<file path="src/rtl/status_uart_tx.sv">
// status_uart_tx: snapshots a status byte and sends "S<hi><lo>\r\n" as 8N1 UART text, LSB first.
// Define STATUS_TX_CHECKSUM_EN to insert two hex checksum characters (XOR of the first three bytes) before CR.
module status_uart_tx #(
   parameter int CLK_PER_BIT = 100,
   parameter int AUTO_PERIOD = 0
) (
   input  logic       clk,
   input  logic       rst_n,
   input  logic [7:0] status,
   input  logic       send,
   input  logic       tx_block,
   output logic       tx,
   output logic       busy,
   output logic       done
);

`ifdef STATUS_TX_CHECKSUM_EN
   localparam int NUM_BYTES = 7;
`else
   localparam int NUM_BYTES = 5;
`endif
   localparam int              CW        = $clog2(CLK_PER_BIT);
   localparam logic [CW-1:0]   CNT_LAST  = CW'(CLK_PER_BIT - 1);
   localparam logic [2:0]      BYTE_LAST = 3'(NUM_BYTES - 1);

   // The byte-boundary decision is taken on the last STOP cycle rather than in a
   // separate state, so every byte is exactly 10 bit times on the wire.
   typedef enum logic [2:0] {
      S_IDLE,
      S_WAIT,
      S_START,
      S_DATA,
      S_STOP
   } state_e;

   state_e          state_q, state_d;
   logic [CW-1:0]   cnt_q, cnt_d;
   logic [2:0]      bit_q, bit_d;
   logic [2:0]      byte_q, byte_d;
   logic [7:0]      snap_q, snap_d;
   logic            pend_q, pend_d;
   logic            relaunch_q, relaunch_d;
   logic            tx_q, tx_d;
   logic            busy_q, busy_d;
   logic            done_q, done_d;
   logic            auto_req;
   logic            req;
   logic            bit_end;
   logic [7:0]      data_byte;

   function automatic logic [7:0] hex_char(input logic [3:0] n);
      return (n < 4'd10) ? (8'h30 + {4'h0, n}) : (8'h37 + {4'h0, n});
   endfunction

   function automatic logic [7:0] packet_byte(input logic [2:0] idx, input logic [7:0] snap);
      logic [7:0] hi;
      logic [7:0] lo;
`ifdef STATUS_TX_CHECKSUM_EN
      logic [7:0] cs;
`endif
      hi = hex_char(snap[7:4]);
      lo = hex_char(snap[3:0]);
`ifdef STATUS_TX_CHECKSUM_EN
      cs = 8'h53 ^ hi ^ lo;
      case (idx)
         3'd0:    return 8'h53;
         3'd1:    return hi;
         3'd2:    return lo;
         3'd3:    return hex_char(cs[7:4]);
         3'd4:    return hex_char(cs[3:0]);
         3'd5:    return 8'h0D;
         default: return 8'h0A;
      endcase
`else
      case (idx)
         3'd0:    return 8'h53;
         3'd1:    return hi;
         3'd2:    return lo;
         3'd3:    return 8'h0D;
         default: return 8'h0A;
      endcase
`endif
   endfunction

   assign req     = send | auto_req;
   assign bit_end = (cnt_q == CNT_LAST);

   always_comb begin
      // NOTE: every signal written here gets a default first, so no path can infer a latch.
      state_d    = state_q;
      cnt_d      = bit_end ? '0 : cnt_q + 1'b1;
      bit_d      = bit_q;
      byte_d     = byte_q;
      snap_d     = snap_q;
      pend_d     = pend_q;
      relaunch_d = relaunch_q;
      done_d     = 1'b0;

      if (state_q != S_IDLE && req) pend_d = 1'b1;

      case (state_q)
         S_IDLE: begin
            if (req || relaunch_q) begin
               snap_d     = status;
               byte_d     = '0;
               relaunch_d = 1'b0;
               state_d    = tx_block ? S_WAIT : S_START;
            end
         end
         S_WAIT: begin
            if (!tx_block) state_d = S_START;
         end
         S_START: begin
            if (bit_end) begin
               state_d = S_DATA;
               bit_d   = '0;
            end
         end
         S_DATA: begin
            if (bit_end) begin
               if (bit_q == 3'd7) state_d = S_STOP;
               else               bit_d   = bit_q + 1'b1;
            end
         end
         S_STOP: begin
            if (bit_end) begin
               if (byte_q == BYTE_LAST) begin
                  // A request landing on the done cycle still counts as the one pending request.
                  state_d    = S_IDLE;
                  done_d     = 1'b1;
                  relaunch_d = pend_q | req;
                  pend_d     = 1'b0;
               end else begin
                  byte_d  = byte_q + 1'b1;
                  state_d = tx_block ? S_WAIT : S_START;
               end
            end
         end
         default: state_d = S_IDLE;
      endcase

      if (state_d != state_q) cnt_d = '0;

      data_byte = packet_byte(byte_d, snap_d);
      case (state_d)
         S_START: tx_d = 1'b0;
         S_DATA:  tx_d = data_byte[bit_d];
         default: tx_d = 1'b1;
      endcase
      busy_d = (state_d != S_IDLE);
   end

   // NOTE: flops use non-blocking assignments so each one samples pre-edge values.
   always_ff @(posedge clk or negedge rst_n) begin
      if (!rst_n) begin
         state_q    <= S_IDLE;
         cnt_q      <= '0;
         bit_q      <= '0;
         byte_q     <= '0;
         snap_q     <= '0;
         pend_q     <= 1'b0;
         relaunch_q <= 1'b0;
         tx_q       <= 1'b1;
         busy_q     <= 1'b0;
         done_q     <= 1'b0;
      end else begin
         state_q    <= state_d;
         cnt_q      <= cnt_d;
         bit_q      <= bit_d;
         byte_q     <= byte_d;
         snap_q     <= snap_d;
         pend_q     <= pend_d;
         relaunch_q <= relaunch_d;
         tx_q       <= tx_d;
         busy_q     <= busy_d;
         done_q     <= done_d;
      end
   end

   generate
      if (AUTO_PERIOD > 0) begin : g_auto
         localparam int            AW        = (AUTO_PERIOD > 1) ? $clog2(AUTO_PERIOD) : 1;
         localparam logic [AW-1:0] AUTO_LAST = AW'(AUTO_PERIOD - 1);
         logic [AW-1:0] auto_q;

         assign auto_req = (auto_q == AUTO_LAST);

         always_ff @(posedge clk or negedge rst_n) begin
            if (!rst_n)        auto_q <= '0;
            else if (auto_req) auto_q <= '0;
            else               auto_q <= auto_q + 1'b1;
         end
      end else begin : g_no_auto
         assign auto_req = 1'b0;
      end
   endgenerate

   assign tx   = tx_q;
   assign busy = busy_q;
   assign done = done_q;

endmodule
</file>
<file path="config.mk">
export PLATFORM = sky130hd
export DESIGN_NAME = status_uart_tx
export DESIGN_NICKNAME = d
export VERILOG_FILES = /design/src/rtl/status_uart_tx.sv
export SDC_FILE = /design/constraint.sdc
export NUM_CORES = 1
export LEC_CHECK = 0
export ABC_AREA = 1
export ABC_CLOCK_PERIOD_IN_PS = 3750
export BUFFER_PORTS_ARGS = -buffer_cell sky130_fd_sc_hd__buf_2
export CORE_UTILIZATION = 60
export DETAILED_ROUTE_END_ITERATION = 12
export PLACE_DENSITY = 0.79
export SYNTH_ARGS = -nofsm -noshare
export SYNTH_HDL_FRONTEND = slang
export SYNTH_SLANG_ARGS = --single-unit
</file>
<file path="constraint.sdc">
create_clock -name clk -period 3.75 [get_ports clk]
set_clock_uncertainty 0.15 [all_clocks]
set_input_delay 0.1875 -clock clk [delete_from_list [all_inputs] [get_ports clk]]
set_output_delay 0.1875 -clock clk [all_outputs]
set_load 0.005 [all_outputs]
</file>
Yosys cells after proc, flatten, opt, wreduce, memory -nomap -nowiden:

Index checks and enable logic that the tools add are counted.

* bits in registers: 29
* bits of input ports: 12

* $add $sub $neg: 7
* $lt $le $gt $ge: 3
* eq/ne operators: 16
* mux-type cells: 38
* bitwise gates (word level): 1
* reduce and logical (&&, ||, !) cells: 8

Operator list (number)
* 3-bit 2-to-1 mux: 12
* 6-bit by 4-bit adder with 7-bit output, first input constant: 4
* 7-bit 2-to-1 mux: 4
* 7-bit case mux with 4 select lines: 1
* 3-bit by 2-bit == test with 1-bit output, second input constant: 6
* 8-bit 2-to-1 mux: 2
* 3-bit case mux with 5 select lines: 1
* 3-bit case mux with 2 select lines: 2
* 1-bit 2-to-1 mux: 11
* 3-bit == test, second input constant: 3
* 4-bit less-than comparator, second input constant: 2
* 7-bit by 1-bit adder with 7-bit output, second input constant: 1
* 7-bit == test, second input constant: 1
* 3-bit by 1-bit adder with 3-bit output, second input constant: 2
* 3-bit by 1-bit == test with 1-bit output, second input constant: 2
* 3-bit logical NOT: 2
* 2-bit inequality test, second input constant: 3
* 3-bit nonzero test: 2
* 3-bit by 4-bit less-than comparator with 1-bit output, second input constant: 1
* 2-bit 2-to-1 mux: 2
* 1-bit case mux with 2 select lines: 2
* 4-bit AND reduction: 1
* 1-bit binary-select mux with 3-bit select: 1
* 3-bit inequality test: 1
* 4 further kinds: 4

Depth between registers and ports, before layout:

* depth after elaboration: 9
* gate-level depth with buffers: 22
* gate-level depth less buffers: 22

Worst setup path before layout:

No wires, ideal clock.

* kind: register to register
* from: register state_q[1]
* to: register tx_q (netlist: tx)
* data arrival time: 2.033 ns
* required time: 3.524 ns
* setup slack: 1.491 ns
* stages on the path, launching flop included: 22
* path buffers: 1
* clock period less this slack: 2.259 ns
* path through: dfrtp_1 > buf_6 > nor2_8 > nand2_2 > nor2_4 > o21ai_0 > ha_1 > nand3b_1 > nand2_1 > clkinv_1 > nor2_1 > nor2_1 > nand2_1 > nand2_1 > nand2_1 > nand2_1 > nand2_1 > nand2_1 > nand2_1 > nand2_1 > nand2_1 > nand2_1

* cells in the longest elaborated chain, start to end: 8
* elaborated cells on any way between the ends: 33
* those cells by class: add/sub: 4; order compare: 2; eq/ne: 9; mux: 16; reduce/logical: 2

Ends and longest elaborated chain
* start, declared: line 36 `state_e state_q, state_d;`
* start signal, assigned: line 167 `state_q <= state_d;`
* 3-bit logical NOT: line 101 `case (state_q)`
* 8-bit 2-to-1 mux: line 101
* 6-bit by 4-bit adder with 7-bit output / 4-bit less-than comparator (equally long branches): line 52 `return (n < 4'd10) ? (8'h30 + {4'h0, n}) : (8'h37 + {4'h0, n});`
* 7-bit 2-to-1 mux: line 52
* 7-bit case mux with 4 select lines: line 75 `case (idx)`
* 1-bit binary-select mux with 3-bit select: line 147 `S_DATA: tx_d = data_byte[bit_d];`
* 1-bit 2-to-1 mux (not written as such): line 147
* 1-bit case mux with 2 select lines *: line 145 `case (state_d)`
* named net tx_d: line 43 `logic tx_q, tx_d;`
* end signal, assigned: line 174 `tx_q <= tx_d;`
* end, declared: line 43

The timed path passes the listed nets; every way through them passes the cells marked *. The select of a mux whose other input is x is not followed.
A chain may end at the register's enable or synchronous reset.

Worst setup path in the final report:

Same ends and word-level chain as after synthesis.

==> run metrics <==
Setup TNS Final=0 ns; Resized cells post-CTS=0; Max Cap Violations=0; Worst-Skew Late Latency=0.33 ns; Overall Global Routing Usage=0.270; grt total ovfl=0; die footprint=0.00366 mm2; clock sink count=29; antenna fix cells=0; syn avg cell area=7.33 um2; crit path DAT=2.71 ns; Worst Hold Slack=0.0233 ns; Final WS setup=1.14 ns; Final Hold Fails=0; root buffer cell=clkbuf_4; Die Ht=60.5 um; Unique masters post-synth=35; Chip Width=60.5 um; first-pass GRT wire length=7160 um; post-synthesis cell count=280; crit-path most repeated cell=nand2_1; Slew Limit Fails=0; synthesized flop and latch total=29; post-synthesis cell area=0.00205 mm2; CP Data Required Time=3.85 ns; GPL Wtd Cong=0.811; I/O Buffers=14; Design Area, Final=0.00223 mm2; uppermost layer routed=met4; largest net degree at the start of global routing=30; fillers=301; Buf/Inv on CP=1; min Tclk post-route=2.61 ns; crit-path leading delay family=simple AND/OR/NAND/NOR gates; CTS buffer count=5; asr flop ratio synth=1.00; Hold Crit Class=input pin to flip-flop; 1st-pass router iterations=4; fraction of layout cells with a size suffix above 1=0.169; Synth-to-Final Area Change=8.41%; top_reg_cell synth=dfrtp_1; TritonCTS clock tree=done; final wirelength=4280 um; Final Setup Violations=0; Routed Antenna Nets=0; Register Area=727 um2; Nets=318; Multi-input gate area=0.00110 mm2; status=completed; CORE AREA=0.00315 mm2; wire length per cell=12.4 um; crit-path cells=nor2_8, nand3_4, nand2_1, nand2_1, ha_1, nand3b_1, nand2_1, clkinv_1, nor2_1, nor2_1, nand2_1, nand2_1, nand2_1, nand2_1, nand2_1, nand2_1, nand2_1, nand2_1, nand2_1, nand2_1; CP peak stage delay=0.53 ns; # H-tree levels=2; Synthesized Nets=298; Crit. End Element=flip-flop; vias in the first global route=1670; Synthesis Warnings=0; Crit Path Category=flip-flop to flip-flop; Slew HR=0.564; Via density=5.20; Post-synth EDFFs=0; crit path max-delay cell type=dfrtp_1; DRT met1 WL=1950 um; dpl ws=1.17 ns; Pleak=1.21 nW; DP Area=0.00214 mm2; Fmax=0.384 GHz; sequential fraction of the synthesis area=0.354; Ports=15; # DRC=0; final worst-path cycle share=0.695; Clock transition at path regs=0.09 ns; initial antenna violation count=0; met3 wire length=159 um; Slew @ Worst Pin=0.654 ns; HPWL after DPL=3170 um; Row Count=20; Max IR drop VDD=0.403 mV; Startpoint Class=flip-flop; Vias=1795; initial drt markers=76; met2 wire length=2090 um; Pwr per Cell Area=609 mW/mm2; Initial Util=0.651; CTS max path bufs=2; RSZ-0062 raised after global routing=false; critical path peak fanout=14
-- area by class of cell --
class                      count  area share
multi-input combinational    199       0.496
sequential                    29       0.327
inverter                      48      0.0815
timing repair buffer          17      0.0450
clock buffer                   8      0.0264
tap                           44      0.0247
-- routing by layer --
layer | global-route usage | vias up
met1 | 0.327 | 827
met3 | 0.0512 | 8
met4 | 0.0974 | 0
met2 | 0.479 | 31
met5 | 0 | -
li1 | - | 929
-- registers in the layout, summed over array words and instances, names as in the netlist --
| name | count |
|---|---|
| done | 1 |
| tx | 1 |
| bit_q | 3 |
| busy | 1 |
| byte_q | 3 |
| state_q | 3 |
| relaunch_q | 1 |
| snap_q | 8 |
| pend_q | 1 |
| cnt_q | 7 |
-- worst min-delay path, cell delays in order --
cell and delay [ns]:
buf_2 0.09, nand2_1 0.06, o21ai_2 0.12
-- cell usage after synthesis, types with 3 or more instances --
| cell type | n | area, um2 |
|---|---|---|
| a21oi_1 | 9 | 45.0 |
| buf_6 | 3 | 33.8 |
| dfrtp_1 | 28 | 701 |
| ha_1 | 6 | 75.1 |
| inv_1 | 44 | 165 |
| nand2_1 | 73 | 274 |
| nand2_2 | 11 | 68.8 |
| nand2_4 | 6 | 67.6 |
| nand3_1 | 23 | 115 |
| nand4_1 | 9 | 56.3 |
| nor2_1 | 23 | 86.3 |
| o21ai_0 | 12 | 60.1 |
| xor2_1 | 3 | 26.3 |
-- metrics by stage --
stage	power [mW]	util	std cells
CTS	1.36	0.706	345
floorplan	1.04	-	280
finish	1.35	0.706	345
global placement	1.14	0.678	334
detailed placement	1.15	0.678	334
global route	1.47	0.706	345
-- kinds of logic after synthesis --
group | after synthesis | share of synthesized area
buffers and inverters | 52 | 0.108
xor gates and xnor gates | 5 | 0.0213
DFF | 29 | 0.354
AOI/OAI and AO/OA | 32 | 0.0987
adders and majority gates | 6 | 0.0366
and+or+nand+nor | 156 | 0.381
-- where the power goes --
group | switching [mW] | total, mW | leakage, nW | internal, mW
registers | 0.0627 | 0.458 | 0.367 | 0.396
clock network | 0.108 | 0.200 | 0.0326 | 0.0924
logic | 0.453 | 0.696 | 0.811 | 0.243
-- layout by cell type, fill, tap and decap left out, types with 2 or more instances in the layout --
master,n
o21ai_0,12
nor2_4,2
nor2_1,23
inv_2,2
clkbuf_4,5
nand2_2,11
nor3_1,2
inv_1,44
nand2_4,6
o211ai_1,2
buf_2,14
nand4_1,9
a31oi_1,2
ha_1,6
xnor2_1,2
xor2_1,3
dlygate4sd3_1,3
o21ai_1,2
dfrtp_1,28
a211oi_2,2
clkbuf_1,2
a21oi_1,9
nand3_1,23
nand2_1,73
-- path summary, 6_finish.rpt --
path	start	endpoint	slack [ns]	cells past startpoint
hold reg to reg	cnt_q[0]	cnt_q[0]	0.32	1
min in group asynchronous	rst_n	snap_q[2]	0.28	2
setup reg to reg	state_q[1]	tx	1.14	20
hold / removal	status[7]	snap_q[7]	0.02	3
setup / recovery	state_q[1]	tx	1.14	20
max in group asynchronous	rst_n	cnt_q[0]	2.74	2
-- timing repair --
item / 4_1_cts / 5_1_grt
buffers inserted: 0 / 0
endpoints found under the hold margin: 30 / 0
hold buffers: 3 / 0
No activity file was read; power rests on OpenSTA's default activity.
